===== src/rtl/uart_tx_baud.sv =====
// UART transmitter paced by an external baud square wave: start bit, LSB-first data,
// optional even/odd parity and one or two stop bits, one frame per accepted tx_start.
module uart_tx_baud #(
  parameter int DATA_BITS   = 8,
  parameter int PARITY_MODE = 0,
  parameter int STOP_BITS   = 1
) (
  input  logic       clk,
  input  logic       rst_n,
  input  logic       baud_in,
  input  logic       tx_start,
  input  logic [7:0] tx_data,
  output logic       txd,
  output logic       busy,
  output logic       done,
  output logic [2:0] state_o
);

  typedef enum logic [2:0] {
    S_IDLE   = 3'd0,
    S_ARMED  = 3'd1,
    S_START  = 3'd2,
    S_DATA   = 3'd3,
    S_PARITY = 3'd4,
    S_STOP   = 3'd5
  } state_t;

  localparam logic [2:0] LAST_BIT   = 3'(DATA_BITS - 1);
  localparam logic [2:0] LAST_STOP  = 3'(STOP_BITS - 1);
  localparam logic [7:0] DATA_MASK  = 8'((1 << DATA_BITS) - 1);
  localparam logic       HAS_PARITY = 1'(PARITY_MODE != 0);
  localparam logic       PAR_ODD    = 1'(PARITY_MODE == 2);

  state_t     state_q, state_d;
  logic       baud_q, baud_vld_q;
  logic [7:0] data_q, data_d;
  logic [2:0] cnt_q, cnt_d, cnt_inc;
  logic       txd_q, txd_d;
  logic       done_q, done_d;
  logic       tick, accept, parity_bit;

  // baud_vld_q masks the first cycle after reset so a cleared baud_q cannot fake an edge.
  assign tick       = baud_vld_q & baud_in & ~baud_q;
  // Handshake: tx_start is a one-cycle request taken only in IDLE outside the done
  // cycle; busy is high from the accepting edge until the edge that raises done.
  assign accept     = (state_q == S_IDLE) & tx_start & ~done_q;
  assign cnt_inc    = cnt_q + 3'd1;
  assign parity_bit = (^data_q) ^ PAR_ODD;

  always_ff @(posedge clk or negedge rst_n) begin
    if (!rst_n) begin
      state_q    <= S_IDLE;
      baud_q     <= 1'b0;
      baud_vld_q <= 1'b0;
      data_q     <= '0;
      cnt_q      <= '0;
      txd_q      <= 1'b1;
      done_q     <= 1'b0;
    end else begin
      state_q    <= state_d;
      baud_q     <= baud_in;
      baud_vld_q <= 1'b1;
      data_q     <= data_d;
      cnt_q      <= cnt_d;
      txd_q      <= txd_d;
      done_q     <= done_d;
    end
  end

  always_comb begin
    state_d = state_q;
    case (state_q)
      S_IDLE:   if (accept) state_d = S_ARMED;
      S_ARMED:  if (tick) state_d = S_START;
      S_START:  if (tick) state_d = S_DATA;
      S_DATA: begin
        if (tick && (cnt_q == LAST_BIT)) state_d = HAS_PARITY ? S_PARITY : S_STOP;
      end
      S_PARITY: if (tick) state_d = S_STOP;
      S_STOP:   if (tick && (cnt_q == LAST_STOP)) state_d = S_IDLE;
      default:  state_d = S_IDLE;
    endcase
  end

  // txd_d is the line level for the state being entered, so txd only moves on a tick.
  always_comb begin
    data_d = data_q;
    cnt_d  = cnt_q;
    txd_d  = txd_q;
    done_d = 1'b0;
    if (accept) data_d = tx_data & DATA_MASK;
    if (tick) begin
      case (state_q)
        S_ARMED: txd_d = 1'b0;
        S_START: begin
          txd_d = data_q[0];
          cnt_d = '0;
        end
        S_DATA: begin
          if (cnt_q == LAST_BIT) begin
            txd_d = HAS_PARITY ? parity_bit : 1'b1;
            cnt_d = '0;
          end else begin
            txd_d = data_q[cnt_inc];
            cnt_d = cnt_inc;
          end
        end
        S_PARITY: begin
          txd_d = 1'b1;
          cnt_d = '0;
        end
        S_STOP: begin
          txd_d = 1'b1;
          if (cnt_q == LAST_STOP) begin
            done_d = 1'b1;
            cnt_d  = '0;
          end else begin
            cnt_d = cnt_inc;
          end
        end
        default: txd_d = 1'b1;
      endcase
    end
  end

  assign txd     = txd_q;
  assign busy    = (state_q != S_IDLE);
  assign done    = done_q;
  assign state_o = state_q;

endmodule


===== config.mk =====
export PLATFORM = sky130hd
export DESIGN_NAME = uart_tx_baud
export DESIGN_NICKNAME = d
export VERILOG_FILES = /design/src/rtl/uart_tx_baud.sv
export SDC_FILE = /design/constraint.sdc
export NUM_CORES = 1
export LEC_CHECK = 0
export BUFFER_PORTS_ARGS = -buffer_cell sky130_fd_sc_hd__buf_2
export CELL_PAD_IN_SITES_DETAIL_PLACEMENT = 0
export CELL_PAD_IN_SITES_GLOBAL_PLACEMENT = 1
export CORE_MARGIN = 5
export CORE_UTILIZATION = 45
export DETAILED_ROUTE_END_ITERATION = 12
export PLACE_DENSITY_LB_ADDON = 0.12
export SLEW_MARGIN = 20
export SYNTH_ARGS = -nofsm -noshare
export SYNTH_HDL_FRONTEND = slang
export SYNTH_SLANG_ARGS = --single-unit

===== constraint.sdc =====
create_clock -name clk -period 4.61 [get_ports clk]
set_input_delay 0.2305 -clock clk [delete_from_list [all_inputs] [get_ports clk]]
set_output_delay 0.2305 -clock clk [all_outputs]
set_load 0.1 [all_outputs]

# Yosys cells after proc, flatten, opt, wreduce, memory -nomap -nowiden
# Cells that the tools add are included.
[totals] regBits=18 latchBits=0 mem_bits_rw=0 mem_bits_ro=0 inputBits=12 n_memories=0
[classes] mul=0 n_eq_ne=12 n_shift=0 bitwise_logic=6 order_cmp=1 div=0 addsub=1 n_mux=17 n_reduce_logical=9
[op_table] operator="two-way mux 3 bit" n=8
[op_table] operator="case mux 3 bit (6 select lines)" n=1
[op_table] operator="inequality test 2 bit, second input constant" n=6
[op_table] operator="equality test 3 bit, second input constant" n=3
[op_table] operator="case mux 3 bit (3 select lines)" n=1
[op_table] operator="equality test 3 x 2 -> 1 bit, second input constant" n=2
[op_table] operator="zero test 3 bit" n=2
[op_table] operator="AND reduction 6 bit" n=1
[op_table] operator="nonzero test 3 bit" n=2
[op_table] operator="two-way mux 1 bit" n=5
[op_table] operator="AND 1 bit" n=4
[op_table] operator="less-than comparator 3 x 4 -> 1 bit, second input constant" n=1
[op_table] operator="adder 3 x 1 -> 3 bit, second input constant" n=1
[op_table] operator="binary-select mux 1 bit (select 3 bit)" n=1
[op_table] operator="equality test 3 x 1 -> 1 bit, second input constant" n=1
[op_table] operator="case mux 1 bit (3 select lines)" n=1
[op_table] operator="logical AND 1 bit" n=2
[op_table] operator="NOT 1 bit" n=2
[op_table] operator="AND reduction 2 bit" n=1
[op_table] operator="OR reduction 2 bit" n=1

# Longest topological paths before layout
# Gate-level depths: netlist of the first run.
[depth] word_depth=5 depth_mapped=6

# Worst setup path after synthesis of the first run
# No wires, ideal clock.
[synth_path] path_type="register -> register" from="register state_q[1] (netlist: state_o[1])" to="register data_q[0]" required_time_ns=4.485 path_stages_with_launch=6 arrival_time_ns=2.405 setup_slack_ns=2.080 path_cell_list="dfrtp_1 buf_6 or3_4 or3b_1 buf_6 mux2_4"
[synth_via] elab_chain_len=3
[synth_lines] element="from (decl)" line="34" source="state_t state_q, state_d;"
[synth_lines] element="from (signal assigned)" line="60" source="state_q <= state_d;"
[synth_lines] element="zero test 3 bit" line="46" source="assign accept = (state_q == S_IDLE) & tx_start & ~done_q;"
[synth_lines] element="AND 1 bit (2 in series)" line="46"
[synth_lines] element="to (signal assigned)" line="63" source="data_q <= data_d;"
[synth_lines] element="to (decl)" line="36" source="logic [7:0] data_q, data_d;"
# No other way between the ends.
# A chain may end at the register's enable or synchronous reset.

# Worst setup path after layout of the first run
[layout_path] from="register state_q[1] (netlist: state_o[1])" to="register data_q[5]"
# The elaborated chain is that of the path after synthesis.

==> results.md, run 1 <==
- CTS tree: yes
- Post-synth EDFFs: 0
- Worst EP required: 4790 ps
- Synthesis warning total: 0
- Syn Std Cell Area: 941 µm²
- DRC: 0
- Design Power: 0.000718 W
- HPWL Detailed: 1280 µm
- Die Y: 55.7 µm
- Post-synth top area cell: dfrtp_1
- Final hold vios: 0
- Bufs on Longest Clock Path: 2
- Setup crit start kind: register
- Port bufs: 17
- Synth top area share: 45.2%
- Final slew viol count: 0
- Worst EP arrival: 2200 ps
- TritonCTS Buffers: 3
- Initial antenna violation count: 0
- DR pass1 iterations: 4
- Slew headroom: 65.2%
- Global Route Usage Sum: 12.4%
- RSZ-0062 raised after global routing: no
- Via count: 639
- Post-DRT Antenna Nets: 0
- Clk sink count: 18
- First-pass GRT wire length: 3050 µm
- Non-Filler Instances: 124
- Syn_area_per_cell: 11.9 µm²
- Clk slew on worst S/H paths: 100 ps
- Layout fillers: 196
- Post-synth top flop: dfrtp_1
- Area contributors post-synth: dfrtp_1 45%, mux2_4 13%, mux4_2 4.8%
- Placer Congestion: 0.738
- Final setup viols: 0
- Most frequent cells in the layout: 17 x dfrtp_1, 17 x buf_2, 8 x mux2_4, 6 x a21oi_1, 6 x nor2_1
- Gr ovfl total: 0
- Row cnt: 16
- Worst Hold Class: input pin to register
- Core Box Area: 0.00198 mm²
- Footprint of the multi-input gates: 444 µm²
- Simple-gate share of the synthesized area: 12.9%
- Vias/cell: 5.15
- Leak Pwr: 0.526 nW
- Layout cells sized above 1: 35.1%
- Layout Skew: 2.10 ps
- H-tree depth: 1
- Worst-skew pair later-pin latency: 280 ps
- Register area: 452 µm²
- Largest net degree at the start of global routing: 19
- Die ar.: 0.00311 mm²
- Initial Utilization: 47.5%
- Post-Synth Adder-Cell Area: 3.99%
- Layout Area Growth over Synthesis: 13.3%
- Gate count of the mapped netlist: 79
- P per Cell Area: 674 mW/mm²
- Root Driver: clkbuf_4
- Min cycle time layout: 2020 ps
- Fin crit share: 43.9%
- Worst slew pin tran: 522 ps
- Critical path class: register to register
- Crit. End Element: register
- Count of cell types in the netlist: 29
- Peak VDD IR: 446 µV
- Outcome: completed
- Peak Freq: 494 MHz
- Ys async rst share: 100%
- Number of global-route vias before repair: 673
- Seq/Total Area, Yosys: 48.0%
- XOR/XNOR Fraction of Synth Area: 0%
- Synth Area in Compound Gates: 9.04%
- Mux cell area share after synthesis: 20.9%
- Mapped Nets: 94
- Total Wirelength: 1710 µm
- Wire per inst: 13.8 µm
- FF+latch count, synth: 18
- Main combinational cell family by area after synthesis: multiplexers
- Die Wd: 55.7 µm
- TNS Setup: 0 ps
- Critical path peak fanout: 11
- Placed insts: 119
- Drt initial violations: 17
- Max-Cap Viols: 0
- Ant diodes: 0
- Io pins: 18
- Fin nets: 113
- Gates resized, CTS repair: 0
## logic make-up after synthesis
logic type / count (synthesis)
other cells: 1
fa+ha+maj: 3
compound gates: 14
mux: 13
buf+inv: 8
simple gates: 22
flops: 18
## repair_timing
item / in CTS / in global routing
setup buffers: 0 / 0
hold endpoints to repair: 17 / 0
endpoints found under the setup margin: 0 / 0
hold buffers: 1 / 0
## cell type report
type                    instances  area share, %
flip-flops and latches         18           42.4
inverters                       4           1.41
well taps                      27           3.17
multi-input cells              53           41.7
repair buffers                 18           8.92
clock buffers                   4           2.46
## synthesized netlist by cell type, types with 2 or more instances
cell type	count
nor3_1	2
dfrtp_1	17
nand2b_1	2
ha_1	3
a21oi_1	6
o21ai_0	2
buf_6	2
mux4_2	2
inv_1	4
nand2_1	4
nor2b_1	2
mux2_4	8
clkbuf_1	2
nor2_1	6
mux2i_1	2
o22ai_1	2
## sequential cells by signal (all words and copies together) (netlist names)
name        cells
baud_q          1
baud_vld_q      1
cnt_q           3
data_q          8
done            1
state_o         3
txd             1
## per-layer routing
| metal | GRT usage, % | vias to the layer above | wire length [µm] |
|---|---|---|---|
| met2 | 18.9 | 14 | 748 |
| li1 | - | 315 | - |
| met1 | 16.6 | 306 | 846 |
| met4 | 6.25 | 0 | 36 |
| met3 | 2.32 | 4 | 74 |
| met5 | 0 | - | 0 |
## report_power, final
| group | leakage, nW | internal [W] | switching, W |
|---|---|---|---|
| sequential | 0.214 | 0.000221 | 0.0000562 |
| clock | 0.0150 | 0.0000336 | 0.0000451 |
| combinational | 0.297 | 0.000167 | 0.000195 |
## worst max-delay path, cell delays in order (launching register included)
cell,delay [ps]
dfrtp_1,510
or3_4,430
or3b_1,590
mux2_4,380
## per-stage QoR
| step | util [%] | hold WS (ps) | cell area [µm²] | setup slack, ps |
|---|---|---|---|---|
| 2_1_floorplan | - | -65.1 | 941 | 2080 |
| 3_3_place_gp | 52.0 | 181 | 1030 | 2600 |
| 3_5_place_dp | 52.0 | 179 | 1030 | 2590 |
| 4_1_cts | 53.8 | 68.5 | 1070 | 2570 |
| 5_1_grt | 53.8 | 58.1 | 1070 | 2470 |
| 6_report | 53.8 | 74.1 | 1070 | 2590 |
## final timing paths
kind	start	endpoint	slack (ps)	depth (start not counted)
min	baud_in	baud_q	70	1
max reg2reg	state_o[1]	data_q[5]	2590	3
min reg2reg	data_q[4]	data_q[4]	520	1
max	state_o[1]	data_q[5]	2590	3
min in group asynchronous	rst_n	cnt_q[2]	390	2
max in group asynchronous	rst_n	txd	3900	2
(Power assumes the default switching activity.)
==> run 2, diff against run 1 <==
CORE_UTILIZATION = 42   (was 45)
clock period = 2 ns   (was 4.61 ns; I/O delays follow)
==> run 2 against run 1 <==
Against the previous run: die area rose by 5.8%; routed wire length up 3.8%; global-route usage fell by 0.20 points; largest power group unchanged; sequential cell count is the same; first-iteration DRC count fell by 41%; power is 150% higher; clock skew rose by 2.0 ps; core utilization shrank 1.3 points.
==> results.md, run 2 (synthesized netlist as in run 1, its figures left out) <==
- Crit Reg-Reg Endpoint: txd
- Initial Utilization: 43.4%
- Final slew viol count: 0
- Port bufs: 17
- Setup bufs post-CTS: 0
- TritonCTS Buffers: 3
- Largest net degree at the start of global routing: 19
- Min Hold Slack: 30.2 ps
- DR WL met3: 102 µm
- Io pins: 18
- TNS Setup: 0 ps
- Die ar.: 0.00329 mm²
- WL met1: 747 µm
- Layout Area Growth over Synthesis: 21.0%
- Global Route Usage Sum: 12.2%
- Worst Hold Class: input pin to register
- Final core utilization: 52.5%
- Leak Pwr: 0.553 nW
- DR pass1 iterations: 4
- Placer Congestion: 0.767
- First-pass GRT wire length: 3110 µm
- Design Power: 0.00177 W
- Post-DRT Antenna Nets: 0
- Initial antenna violation count: 0
- Die Y: 57.3 µm
- Layout Skew: 4.05 ps
- Critical path peak fanout: 3
- Fin nets: 118
- Core Box Area: 0.00217 mm²
- P per Cell Area: 1560 mW/mm²
- Wire per inst: 13.6 µm
- Max-Cap Viols: 0
- Sequential Power Share: 34.1%
- Logic pwr share: 53.2%
- Non-Filler Instances: 130
- Most flops, register: data_q
- Commonest non-fill, non-tap cell in the layout: buf_2
- Die Wd: 57.3 µm
- Fin crit share: 96.1%
- Cell count of the worst hold path: 2
- Min cycle time layout: 1920 ps
- Crit. End Element: register
- Sw Ratio: 40.0%
- Drt initial violations: 10
- Crit path to: txd
- Met2 WL: 901 µm
- Row cnt: 17
- Bufs on Longest Clock Path: 2
- Setup crit start kind: register
- CTS tree: yes
- Total Wirelength: 1770 µm
- Crit path from: cnt_q[0]
- Worst EP required: 2230 ps
- Number of global-route vias before repair: 694
- Via count: 668
- Pint: 0.00106 W
- Reg-to-Reg Start: cnt_q[0]
- Ant diodes: 0
- Outcome: completed
- Clk slew on worst S/H paths: 110 ps
- Top sig layer: met4
- Placed insts: 124
- Final setup viols: 0
- Root Driver: clkbuf_4
- Layout fillers: 216
- HPWL Detailed: 1370 µm
- Clk sink count: 18
- Worst-skew pair later-pin latency: 290 ps
- Peak Freq: 520 MHz
- DRC: 0
- Flop-to-flop setup slack: 80 ps
- Peak VDD IR: 822 µV
- Vias/cell: 5.14
- H-tree depth: 1
- Worst EP arrival: 2150 ps
- Critical path class: register to register
- R2R depth: 6
- Clock share of power: 12.7%
- Largest register FFs: 8
- Layout cells sized above 1: 42.2%
- Most frequent cells in the layout: 17 x buf_2, 14 x dfrtp_1, 8 x mux2_4, 6 x a21oi_1, 6 x nor2_1
- RSZ-0062 raised after global routing: no
- Psw: 0.000709 W
- Final hold vios: 0
- Gr ovfl total: 0
-- run 2: worst max-delay path, stage by stage (launching register included) --
cell     delay [ps]
dfrtp_1         370
inv_1           100
ha_4            300
mux4_2          490
mux2_2          270
o31ai_1         230
a21oi_1         100
-- run 2: stage by stage --
step,setup slack [ps],instance area (µm²)
4_1_cts,21.2,1130
2_1_floorplan,-300,950
3_5_place_dp,46.5,1070
5_1_grt,9.63,1140
3_3_place_gp,82.0,1070
6_report,78.6,1140
-- run 2: timing repair --
item | 4_1_cts | 5_1_grt
resized for setup | 0 | 1
hold endpoints to repair | 18 | 0
hold buffers | 2 | 0
setup endpoints to repair | 0 | 1
-- run 2: final cells by class --
class / instances / area, µm² / area share [%]
inverter: 4 / 15.0 / 1.32
tap: 28 / 35.0 / 3.08
timing repair buffer: 23 / 135 / 11.9
clock buffer: 4 / 36.3 / 3.19
sequential: 18 / 460 / 40.4
multi-input combinational: 53 / 457 / 40.1
-- run 2: power by group through the flow --
stage	registers, W	clock network, W	logic [W]
after detailed placement	0.000615	0	0.000910
final	0.000604	0.000225	0.000943
after global placement	0.000613	0	0.000894
after CTS	0.000607	0.000229	0.000917
after floorplan	0.000794	0	0.000574
after global routing	0.000624	0.000244	0.00102
-- run 2: metal layers --
metal / GRT usage, % / vias to the layer above
li1: - / 324
met1: 14.9 / 323
met2: 20.9 / 19
met3: 3.17 / 2
met4: 3.97 / 0
met5: 0 / -
-- run 2: worst min-delay path by stage --
stage / slack, ps / startpoint / endpoint
global placement: 50 / rst_n / done
floorplan: -200 / rst_n / baud_q
finish: 30 / tx_data[6] / data_q[6]
global route: 20 / tx_data[4] / data_q[4]
detailed placement: 50 / rst_n / done
CTS: 30 / tx_data[4] / data_q[4]
